$ cat src/rtl/pfm_pred_queue.sv
// Prefetch prediction queue: buffers predicted line addresses, drops duplicates
// against the FIFO and a recently-issued filter, and issues lines with a minimum gap.
module pfm_pred_queue #(
  parameter int ADDR_W   = 48,
  parameter int LINE_OFF = 6,
  parameter int DEPTH    = 4,
  parameter int FILTER_N = 4,
  parameter int MIN_GAP  = 2
) (
  input  logic                     clk,
  input  logic                     reset,
  input  logic [ADDR_W-1:0]        pred_addr,
  input  logic                     pred_valid,
  output logic                     pred_retry,
  output logic [ADDR_W-1:0]        pf_addr,
  output logic                     pf_valid,
  input  logic                     pf_retry,
  input  logic                     flush,
  output logic [$clog2(DEPTH):0]   occupancy,
  output logic [15:0]              drop_cnt
);

  localparam int LINE_W = ADDR_W - LINE_OFF;
  localparam int PTR_W  = $clog2(DEPTH);
  localparam int CNT_W  = PTR_W + 1;
  localparam int FILT_W = (FILTER_N > 1) ? $clog2(FILTER_N) : 1;
  localparam int GAP_W  = (MIN_GAP > 0) ? $clog2(MIN_GAP + 1) : 1;

  logic [LINE_W-1:0] mem_q [DEPTH];
  logic [PTR_W-1:0]  rd_q, wr_q;
  logic [CNT_W-1:0]  cnt_q, cnt_d;

  logic [LINE_W-1:0]   filt_line_q [FILTER_N];
  logic [FILTER_N-1:0] filt_vld_q;
  logic [FILT_W-1:0]   filt_ptr_q, filt_ptr_d;

  logic [GAP_W-1:0] gap_q, gap_d;
  logic [15:0]      drop_q, drop_d;

  logic [LINE_W-1:0] in_line, head;
  logic [PTR_W-1:0]  rel;
  logic              hit, accept, enq, drop, deq;
  logic              unused_lo;

  assign in_line   = pred_addr[ADDR_W-1:LINE_OFF];
  assign unused_lo = ^pred_addr[LINE_OFF-1:0];
  assign head      = mem_q[rd_q];

  assign pred_retry = reset || flush || (cnt_q == CNT_W'(DEPTH));
  assign pf_valid   = (cnt_q != '0) && (gap_q == '0);
  assign pf_addr    = pf_valid ? {head, {LINE_OFF{1'b0}}} : '0;
  assign occupancy  = cnt_q;
  assign drop_cnt   = drop_q;

  // Entry i is live when its distance from the read pointer is below the count;
  // the head is still live in the cycle it is popped, so it also catches duplicates.
  always_comb begin
    hit = 1'b0;
    rel = '0;
    for (int i = 0; i < DEPTH; i++) begin
      rel = PTR_W'(i) - rd_q;
      if ((CNT_W'(rel) < cnt_q) && (mem_q[i] == in_line)) hit = 1'b1;
    end
    for (int j = 0; j < FILTER_N; j++) begin
      if (filt_vld_q[j] && (filt_line_q[j] == in_line)) hit = 1'b1;
    end
  end

  assign accept = pred_valid && !pred_retry;
  assign enq    = accept && !hit;
  assign drop   = accept && hit;
  assign deq    = pf_valid && !pf_retry;

  always_comb begin
    cnt_d = cnt_q;
    unique case ({enq, deq})
      2'b10:   cnt_d = cnt_q + CNT_W'(1);
      2'b01:   cnt_d = cnt_q - CNT_W'(1);
      default: cnt_d = cnt_q;
    endcase

    gap_d = gap_q;
    if (deq)                gap_d = GAP_W'(MIN_GAP);
    else if (gap_q != '0)   gap_d = gap_q - GAP_W'(1);

    filt_ptr_d = filt_ptr_q;
    if (deq) begin
      if (filt_ptr_q == FILT_W'(FILTER_N - 1)) filt_ptr_d = '0;
      else                                     filt_ptr_d = filt_ptr_q + FILT_W'(1);
    end

    drop_d = drop_q;
    if (drop && (drop_q != 16'hFFFF)) drop_d = drop_q + 16'd1;
  end

  always_ff @(posedge clk) begin
    if (reset) begin
      rd_q       <= '0;
      wr_q       <= '0;
      cnt_q      <= '0;
      gap_q      <= '0;
      filt_vld_q <= '0;
      filt_ptr_q <= '0;
      drop_q     <= '0;
    end else if (flush) begin
      // A transfer in this cycle still reached L1; only the queued state is dropped.
      rd_q       <= '0;
      wr_q       <= '0;
      cnt_q      <= '0;
      gap_q      <= '0;
      filt_vld_q <= '0;
      filt_ptr_q <= '0;
    end else begin
      if (enq) wr_q <= wr_q + PTR_W'(1);
      if (deq) begin
        rd_q                   <= rd_q + PTR_W'(1);
        filt_vld_q[filt_ptr_q] <= 1'b1;
      end
      cnt_q      <= cnt_d;
      gap_q      <= gap_d;
      filt_ptr_q <= filt_ptr_d;
      drop_q     <= drop_d;
    end
  end

  // Payload storage needs no reset: liveness comes from the count and filter valids.
  always_ff @(posedge clk) begin
    if (!reset && !flush) begin
      if (enq) mem_q[wr_q] <= in_line;
      if (deq) filt_line_q[filt_ptr_q] <= head;
    end
  end

endmodule

$ cat config.mk
export PLATFORM = sky130hd
export DESIGN_NAME = pfm_pred_queue
export DESIGN_NICKNAME = d
export VERILOG_FILES = /design/src/rtl/pfm_pred_queue.sv
export SDC_FILE = /design/constraint.sdc
export NUM_CORES = 1
export LEC_CHECK = 0
export CORE_MARGIN = 2
export CORE_UTILIZATION = 50
export DETAILED_ROUTE_END_ITERATION = 12
export PLACE_DENSITY = 0.67
export SYNTH_ARGS = -nofsm -noshare
export SYNTH_HDL_FRONTEND = slang
export SYNTH_SLANG_ARGS = --single-unit
$ cat constraint.sdc
create_clock -name clk -period 9.2 [get_ports clk]
set_clock_uncertainty 0.1 [all_clocks]
set_input_delay 1.84 -clock clk [delete_from_list [all_inputs] [get_ports clk]]
set_output_delay 1.84 -clock clk [all_outputs]
set_load 0.05 [all_outputs]
Word level (Yosys, flattened, before mapping)
Memory sizes are Yosys's and may differ from the RTL's. A register that Yosys moved wholly into a read port is not among the register bits.
Cells that the tools add are included.
{"block": "word_totals", "inputBits": 53, "reg_bits": 31, "output_inout_bits": 69, "word_cells": 96, "mem_count": 2, "mem_bits_rw": 336}
{"block": "classes", "n_reduce_logical": 31, "bitwise_logic": 2, "n_eq_ne": 13, "muxes": 23, "n_addsub": 11, "order_cmp": 6}
{"memory": "filt_line_q", "words": 4, "width": 42, "read_ports": 4, "rd_clocked_by_memory_dff": 0, "write_ports": 1, "line_no": "33", "text": "logic [LINE_W-1:0] filt_line_q [FILTER_N];"}
{"memory": "mem_q", "words": 4, "width": 42, "read_ports": 5, "rd_clocked_by_memory_dff": 1, "write_ports": 1, "line_no": "29", "text": "logic [LINE_W-1:0] mem_q [DEPTH];"}
{"cell": "$eq 42x42->1", "count": 8}
{"cell": "$mux 48", "count": 1}
{"cell": "$add 16x1->16 const B", "count": 1}
{"cell": "$logic_and 1x1->1", "count": 16}
{"cell": "$ne 16x16->1 const B", "count": 1}
{"cell": "$mux 1", "count": 15}
{"cell": "$lt 2x3->1", "count": 4}
{"cell": "$mux 2", "count": 5}
{"cell": "$add 2x1->2 const B", "count": 3}
{"cell": "$pmux 3 s2", "count": 1}
{"cell": "$reduce_bool 2->1", "count": 3}
{"cell": "$logic_not 1->1", "count": 5}
{"cell": "$eq 2x2->1 const B", "count": 2}
{"cell": "$or 4x4->4", "count": 1}
{"cell": "$sub 1x2->2 const A", "count": 2}
{"cell": "$sub 2x2->2 const A", "count": 2}
{"cell": "$add 3x1->3 const B", "count": 1}
{"cell": "$eq 3x3->1 const B", "count": 1}
{"cell": "$lt 2x3->1 const B", "count": 1}
{"cell": "$reduce_bool 3->1", "count": 1}
{"cell": "$reduce_or 3->1", "count": 1}
{"cell": "$sub 3x1->3 const B", "count": 1}
{"cell": "$demux 1 s2", "count": 1}
{"cell": "$eq 2x1->1 const B", "count": 1}
{"cell": "other kinds (7)", "count": 8}

Depth between registers and ports, before layout
Gate-level depths: netlist of the first run.
{"block": "logic_depth", "ltp_word": 16, "depth_mapped": 16, "ltp_nobuf": 15}

Worst setup path before layout of the first run
No wires, ideal clock.
{"block": "synth_path", "path_type": "input to register", "start": "input port pred_addr[36]", "end": "memory mem_q[0][0] (netlist bit) (enable)", "path_slack_ps": 3403, "t_arrival_ps": 5255, "path_stages": 9, "path_buffers": 1, "cell_sequence": "buf_2 xor2_1 nor4_1 o2111ai_1 nor3_1 nor4_1 and3_1 nand3_1 nor2_1"}
{"block": "synth_via", "elab_chain_len": 15}
{"element": "start, declared", "line_no": "12", "text": "input logic [ADDR_W-1:0] pred_addr,"}
{"element": "$eq 42x42->1", "line_no": "62", "text": "if ((CNT_W'(rel) < cnt_q) && (mem_q[i] == in_line)) hit = 1'b1;"}
{"element": "$logic_and 1x1->1", "line_no": "62"}
{"element": "$mux 1 (4 in a row)", "line_no": "62"}
{"element": "$mux 1 (3 in a row)", "line_no": "65", "text": "if (filt_vld_q[j] && (filt_line_q[j] == in_line)) hit = 1'b1;"}
{"element": "$mux 1 (*)", "line_no": "65"}
{"element": "$logic_not 1->1 (*)", "line_no": "70", "text": "assign enq = accept && !hit;"}
{"element": "$logic_and 1x1->1 (*)", "line_no": "70"}
{"element": "$mux 1 (*)", "line_no": "129", "text": "if (enq) mem_q[wr_q] <= in_line;"}
{"element": "$mux 1 (*)", "line_no": "128", "text": "if (!reset && !flush) begin"}
{"element": "$mux 1 (implied by the code) (*)", "line_no": "129"}
{"element": "end, declared", "line_no": "29"}
Every way passes the cells marked *; elsewhere a longest branch is shown, timed or not.

Worst setup path after layout of the first run
{"block": "layout_path", "start": "input port pred_addr[15]", "end": "register cnt_q[2], in the netlist occupancy[2]"}
{"block": "layout_via", "elab_chain_len": 14}
{"element": "$eq 42x42->1", "line_no": "62"}
{"element": "$logic_and 1x1->1", "line_no": "62"}
{"element": "$mux 1 (4 in a row)", "line_no": "62"}
{"element": "$mux 1 (3 in a row)", "line_no": "65"}
{"element": "$mux 1 (*)", "line_no": "65"}
{"element": "$logic_not 1->1 (*)", "line_no": "70"}
{"element": "$logic_and 1x1->1 (*)", "line_no": "70"}
{"element": "$eq 2x1->1 or $eq 2x2->1 (tied branches)", "line_no": "76", "text": "unique case ({enq, deq})"}
{"element": "$pmux 3 s2 or $reduce_bool 2->1 (tied branches)"}
{"element": "end signal, assigned", "line_no": "119", "text": "cnt_q <= cnt_d;"}
{"element": "end, declared", "line_no": "31", "text": "logic [CNT_W-1:0] cnt_q, cnt_d;"}
Marks and branches as above.
A chain may end at the register's enable or synchronous reset.

==> results by group, run 1 <==
Outcome
  • Status: finished clean

Place
  • Cell Area, Placed: around 19000 um2
  • Setup slack at placement: 2369 ps
  • Dpl hpwl: 33480 um
  • Routability cong.: 0.8722
  • IO buf count: 109

Global route
  • GR Util All Layers: 26.69%
  • Largest net degree at the start of global routing: 47
  • First-pass GRT wire length: 67630 um
  • Initial antenna violation count: 3
  • Gr ovfl total: 0
  • Number of global-route vias before repair: 9765

Floorplanning
  • Core area: ~34000 um2
  • Die area: about 36000 um2
  • Starting Density: 50.92%
  • Cell Rows: 67
  • Die Height: 189.3 um
  • Top Ports: 122
  • Die Width: 189.3 um

Timing
  • Slew margin rel.: 20.71%
  • Final Hold Fails: 0
  • Final WS setup: 2807 ps
  • Setup Viol. Count Final: 0
  • Final Max Tran Viols: 0
  • Maximum clock frequency: about 0.16 GHz
  • Crit path time final: ~6400 ps
  • Post-route setup TNS: 0 ps
  • Unrepaired setup endpoints after global routing: no
  • Worst-margin pin slew: between 1000 and 1500 ps
  • Final cycle utilization of the critical path: 69.49%

Job
  • Max Cap Viol: 0

Detailed routing
  • Via count: 9991
  • Drt drc: 0
  • Drt total wl: 47220 um
  • Wirelength per Cell: 27.26 um
  • 1st-iter DRT viols: 1239
  • Antenna-violating nets left: 0
  • Router iterations before antenna repair: 5
  • Routed vias/inst: between 5 and 6

Synthesis
  • Post-synth ARST share: 0%
  • EDFF count, synth: approximately 340
  • Register bit total from synthesis: 369
  • Unique masters post-synth: 52
  • Top-area cell type share of the netlist area: about three fifths
  • Top cells by area, synth: edfxtp_1 59%, xor2_1 11%, xnor2_1 5.6%
  • Largest area contributor in the netlist: edfxtp_1
  • Sequential element share of the synthesized area: 62.65%
  • Main synth FF type: edfxtp_1
  • Mapped Cells: 1152
  • Synthesized cell area: 17160 um2
  • Yosys warns: 0
  • Avg Cell Area, Syn: 14.90 um2

Setup path
  • CP Launch Type: input port
  • Critical path origin: pred_addr[15]
  • CP endpoint kind: flop
  • Worst reg2reg startpoint: mem_q[3][9]
  • CP Capture Point: occupancy[2]
  • Req. time, crit path: 9560 ps
  • Critical path class: input port to flop
  • CP max FO: 13
  • R2R setup slack: 4640 ps
  • Arr. time, crit path: 6760 ps
  • Depth of the worst register-to-register path: 13
  • Reg-to-Reg End: occupancy[2]

Pwr
  • Sw power: a little over 0.0008 W
  • Combinational power share: 6.8%
  • Internal power: 0.002764 W
  • Leakage: 6.416 nW
  • Overall Power: 0.003578 W
  • Cell Pwr Density: 181.0 nW/um2
  • Seq pwr share: between 50% and 60%
  • Share of power burned in the clock network: 41.7%
  • Switching share of power: 22.75%
  • Max rail drop VDD: 0.1748 mV

Clocking
  • Clk_lat worst skew: 540 ps
  • PostCTS Resize Cnt: 0
  • Number of H-tree levels: 2
  • CTS tree: built
  • CTS Hold Bufs: 0
  • Worst-path clk slew: roughly 60 ps
  • Inserted Clock Buffers: 40
  • Clock Sinks: ~370
  • Max clock buf depth: 3
  • Setup bufs post-CTS: 0
  • CTS root buffer: clkbuf_16

Final layout
  • Nets@finish: 1320
  • Area Overhead vs Synth: 15.20%
  • Layout cells sized above 1: approximately a tenth
  • FF/Latch Area: 10760 um2
  • Final core occ: roughly three fifths
  • Number of fillers in the final layout: 2687
  • Area taken by multi-input logic gates: 5979 um2
  • Final Cell Area: 19770 um2

Worst hold path
  • Worst hold path type: flop to flop
  • Hold Crit Start: gap_q[0]
-- critical path, cell delays in order --
cell and delay [ps]:
clkdlybuf4s50_1 800, xor2_1 300, nor4_1 940, nand4_1 180
nor3_1 420, a31oi_1 200, and3_1 260, nand3_1 480
ha_1 290, inv_1 60, fa_1 380, xor2_1 160
or3_1 300, a21oi_1 130
-- stage by stage --
step	cells	hold WS (ps)
finish	1732	350.2
detailed placement	1658	340.6
floorplan	1157	315.0
global placement	1658	324.6
global route	1731	369.0
CTS	1731	352.1
-- kinds of logic after synthesis --
logic type                 count (synthesis)  share of synthesized area, %
buffers and inverters                     92                         2.829
DFF                                      369                         62.65
adders and majority gates                 15                         1.137
AOI/OAI and AO/OA                         37                         1.568
muxes                                     55                         6.351
xor gates and xnor gates                 335                         17.14
and+or+nand+nor                          248                         8.305
other                                      1                       0.02185
-- worst min path at each step --
stage / end / slack, ps / cells after the start
after floorplan: gap_q[0] / 320 / 1
after global placement: gap_q[0] / 320 / 1
after detailed placement: filt_vld_q[2] / 340 / 1
after CTS: gap_q[0] / 350 / 1
after global routing: gap_q[0] / 370 / 1
final: gap_q[0] / 350 / 1
-- final cells by class --
class,instances,share of cell area (%)
antenna,1,0.01266
clock buffer,54,5.437
clock inverter,19,0.6139
inverter,23,0.4367
multi-input combinational,696,30.25
sequential,369,54.40
tap,448,2.835
timing repair buffer,122,6.013
-- cell usage after synthesis (2+ instances only) --
cell       count
clkbuf_1      16
a31oi_1        2
buf_2         31
dfxtp_1       33
a21oi_1       12
buf_4          9
nand4_1       41
o2111ai_1      4
inv_1         23
or4_1          2
or3_1          3
mux2_1         7
nand3_1       13
and3_1         9
nor3_1         9
ha_1          14
mux2i_1        5
nand2_1       10
mux4_2        42
nor2b_1       53
buf_1          4
buf_6          9
nand2b_1       7
nor2_1        35
a21o_1         4
o21ai_0        4
xnor2_1      109
xor2_1       225
edfxtp_1     336
nor4_1        59
-- layer usage --
metal,global-route usage [%],up-vias,routed length (um)
li1,-,4407,-
met1,38.07,5059,19550
met2,42.55,447,22440
met3,4.059,74,3808
met4,8.289,4,1394
met5,0,-,31
-- state kept, by name, summed over array words and instances, names as in the netlist, named ones only --
signal	cells
filt_ptr_q	2
rd_q	2
filt_vld_q	4
mem_q	168
drop_cnt	16
gap_q	2
wr_q	2
occupancy	3
filt_line_q	168
-- power groups by stage --
stage                     Clock (W)  Sequential (W)  Combinational (W)
after floorplan                   0         0.00187           0.000147
after global placement            0         0.00188           0.000241
after detailed placement          0         0.00188           0.000243
after CTS                   0.00150         0.00184           0.000244
after global routing        0.00157         0.00184           0.000257
final                       0.00149         0.00184           0.000245
-- cells in the final DEF, fill, tap and decap left out, drive strengths merged, types with 25 or more instances in the layout --
cell type / n
nor4: 59
clkbuf: 54
clkdlybuf4s50: 109
xor2: 225
nor2: 35
nor2b: 53
mux4: 42
inv: 25
xnor2: 110
nand4: 41
dfxtp: 33
edfxtp: 336
No activity file was read; power rests on OpenSTA's default activity.
==> run 2: changes to the inputs <==
- PLACE_DENSITY: 0.67 -> 0.69
- clock period: 9.2 -> 5.15 ns (I/O delays scaled with it)
==> run 2 against run 1 <==
Compared with the run above:
- count of clock-buffer cells in the layout rose by 2
- critical path type is now flop to output pin
- wire length is 1.4% higher
- cell area up 4.1%
- non-clock buffer count increased by 87
- global-route usage grew 0.35 points
- total power rose by 80%
- highest routed layer is now met4
- die area did not move
==> results by group, run 2 (same netlist as run 1, synthesis figures left out) <==
Detailed routing
  • Wirelength per Cell: about 26 um
  • Drt total wl: 47890 um
  • Router iterations before antenna repair: 5
  • Drt drc: 0
  • Routed vias/inst: 5.781
  • Antenna-violating nets left: 0
  • 1st-iter DRT viols: 1196
  • Via count: 10510

Clocking
  • Number of H-tree levels: 2
  • Setup bufs post-CTS: 0
  • Max clock buf depth: 3
  • PostCTS Resize Cnt: 0
  • Worst-path clk slew: ~60 ps
  • CTS root buffer: clkbuf_16
  • Clock Sinks: ~370
  • Inserted Clock Buffers: 40
  • Clk_lat worst skew: 540 ps
  • CTS tree: built
  • CTS Hold Bufs: 0

Job
  • Max Cap Viol: 0

Final layout
  • Commonest non-fill, non-tap cell in the layout: edfxtp_1
  • N_diodes: 0
  • Layout cells sized above 1: 15.11%
  • Commonest cells after routing, fill and taps aside: 336 x edfxtp_1, 225 x xor2_1, 109 x xnor2_1, 109 x clkdlybuf4s50_1, 87 x buf_4
  • Post-Layout Cell Count: about 1800
  • Area Overhead vs Synth: 19.95%
  • Nets@finish: 1407

Timing
  • WHS: 342.3 ps
  • Maximum clock frequency: between 0.2 and 0.25 GHz
  • Worst-margin pin slew: 1079 ps
  • Slew margin rel.: 28.08%
  • Final Max Tran Viols: 0
  • Setup Viol. Count Final: 0
  • Final Hold Fails: 0
  • Unrepaired setup endpoints after global routing: no
  • Crit path time final: between 4000 and 5000 ps
  • Final cycle utilization of the critical path: about nine tenths
  • Post-route setup TNS: 0 ps

Global route
  • Met1 Track Usage GR: 37.58%
  • Number of global-route vias before repair: between 10000 and 15000
  • GRT met2 Usage: a little over two fifths
  • First-pass GRT wire length: between 60000 and 70000 um
  • Initial antenna violation count: 1
  • GR Util All Layers: 27.04%
  • GRT Max-Usage Layer: met2
  • Gr ovfl total: 0
  • Grt met3 use: 3.800%
  • Largest net degree at the start of global routing: 47

Place
  • Routability cong.: 0.9088
  • IO buf count: about 110
  • Placed cell count: 1745
  • Dpl hpwl: between 30000 and 40000 um

Setup path
  • CP endpoint kind: output pin
  • CP max FO: 46
  • Depth of the worst register-to-register path: 14
  • Critical path origin: occupancy[2]
  • Arr. time, crit path: 3450 ps
  • CP Launch Type: flop
  • Reg-to-Reg End: occupancy[2]
  • Worst reg2reg startpoint: filt_line_q[2][29]
  • Req. time, crit path: about 4000 ps
  • R2R setup slack: 1320 ps
  • Critical path class: flop to output pin

Pwr
  • Share of power burned in the clock network: 41.4%
  • Leakage: 6.882 nW
  • Cell Pwr Density: 312.8 nW/um2
  • Max rail drop VDD: 0.2540 mV
  • Combinational power share: between 7 and 8%
  • Seq pwr share: 51.1%
  • Switching share of power: approximately 23%
  • Sw power: 0.001454 W
  • Internal power: 0.004984 W

Worst hold path
  • Hold Crit Start: gap_q[0]
  • Hold path cells: 1
  • Hold endpoint: gap_q[0]
  • Worst hold path type: flop to flop

Floorplanning
  • Die Height: 189.3 um
  • Top Ports: 122
  • Cell Rows: 67
  • Die area: 35820 um2
  • Core area: 33700 um2
  • Die Width: 189.3 um
  • Starting Density: 50.92%

Outcome
  • Status: finished clean
## run 2: cell count changes in the layout (fill, tap and decap cells not counted), sizes merged
| cell | before | now |
|---|---|---|
| clkbuf | 54 | 56 |
| clkinvlp | 1 | 0 |
| clkinv | 15 | 14 |
| buf | 13 | 100 |
| diode | 1 | 0 |
## run 2: cell type report
type / count / area, um2
inverter: 23 / 86.33
clock inverter: 17 / 105.1
multi-input combinational: 696 / 5979
clock buffer: 56 / 1092
sequential: 369 / 10760
fill: 2618 / 13120
timing repair buffer: 209 / 2004
tap: 448 / 560.5
## run 2: power groups by stage
stage / clock network (W) / registers [W] / logic, W
detailed placement: 0 / 0.00335 / 0.000478
finish: 0.00267 / 0.00329 / 0.000483
floorplan: 0 / 0.00335 / 0.000263
global route: 0.00282 / 0.00329 / 0.000506
CTS: 0.00268 / 0.00329 / 0.000480
global placement: 0 / 0.00335 / 0.000473
## run 2: worst max-delay path by stage
stage,end,slack (ps)
finish,pf_addr[39],570
global placement,occupancy[2],220
global route,occupancy[2],470
CTS,pf_addr[39],590
detailed placement,occupancy[2],170
floorplan,mem_q[0][0],160
## run 2: critical path: stages (launching register included)
cell             delay [ps]
dfxtp_1                 670
nor3_1                  110
or3_2                   830
nor2b_1                 410
clkdlybuf4s50_1         870
## run 2: per-stage QoR
| step | total power, W | instance area [um2] | setup WS (ps) | utilization (%) |
|---|---|---|---|---|
| 6_report | 0.006438 | 20580 | 571.3 | 61.08 |
| 5_1_grt | 0.006610 | 20580 | 467.3 | 61.08 |
| 4_1_cts | 0.006451 | 20580 | 588.5 | 61.08 |
| 3_5_place_dp | 0.003828 | 19390 | 174.4 | 57.53 |
| 3_3_place_gp | 0.003822 | 19390 | 218.8 | 57.53 |
| 2_1_floorplan | 0.003612 | 17180 | 163.2 | - |
## run 2: metal layers
| metal | vias to the layer above | routed length [um] |
|---|---|---|
| li1 | 4585 | - |
| met2 | 548 | 22900 |
| met5 | - | 0 |
| met3 | 80 | 4348 |
| met4 | 0 | 1746 |
| met1 | 5297 | 18900 |
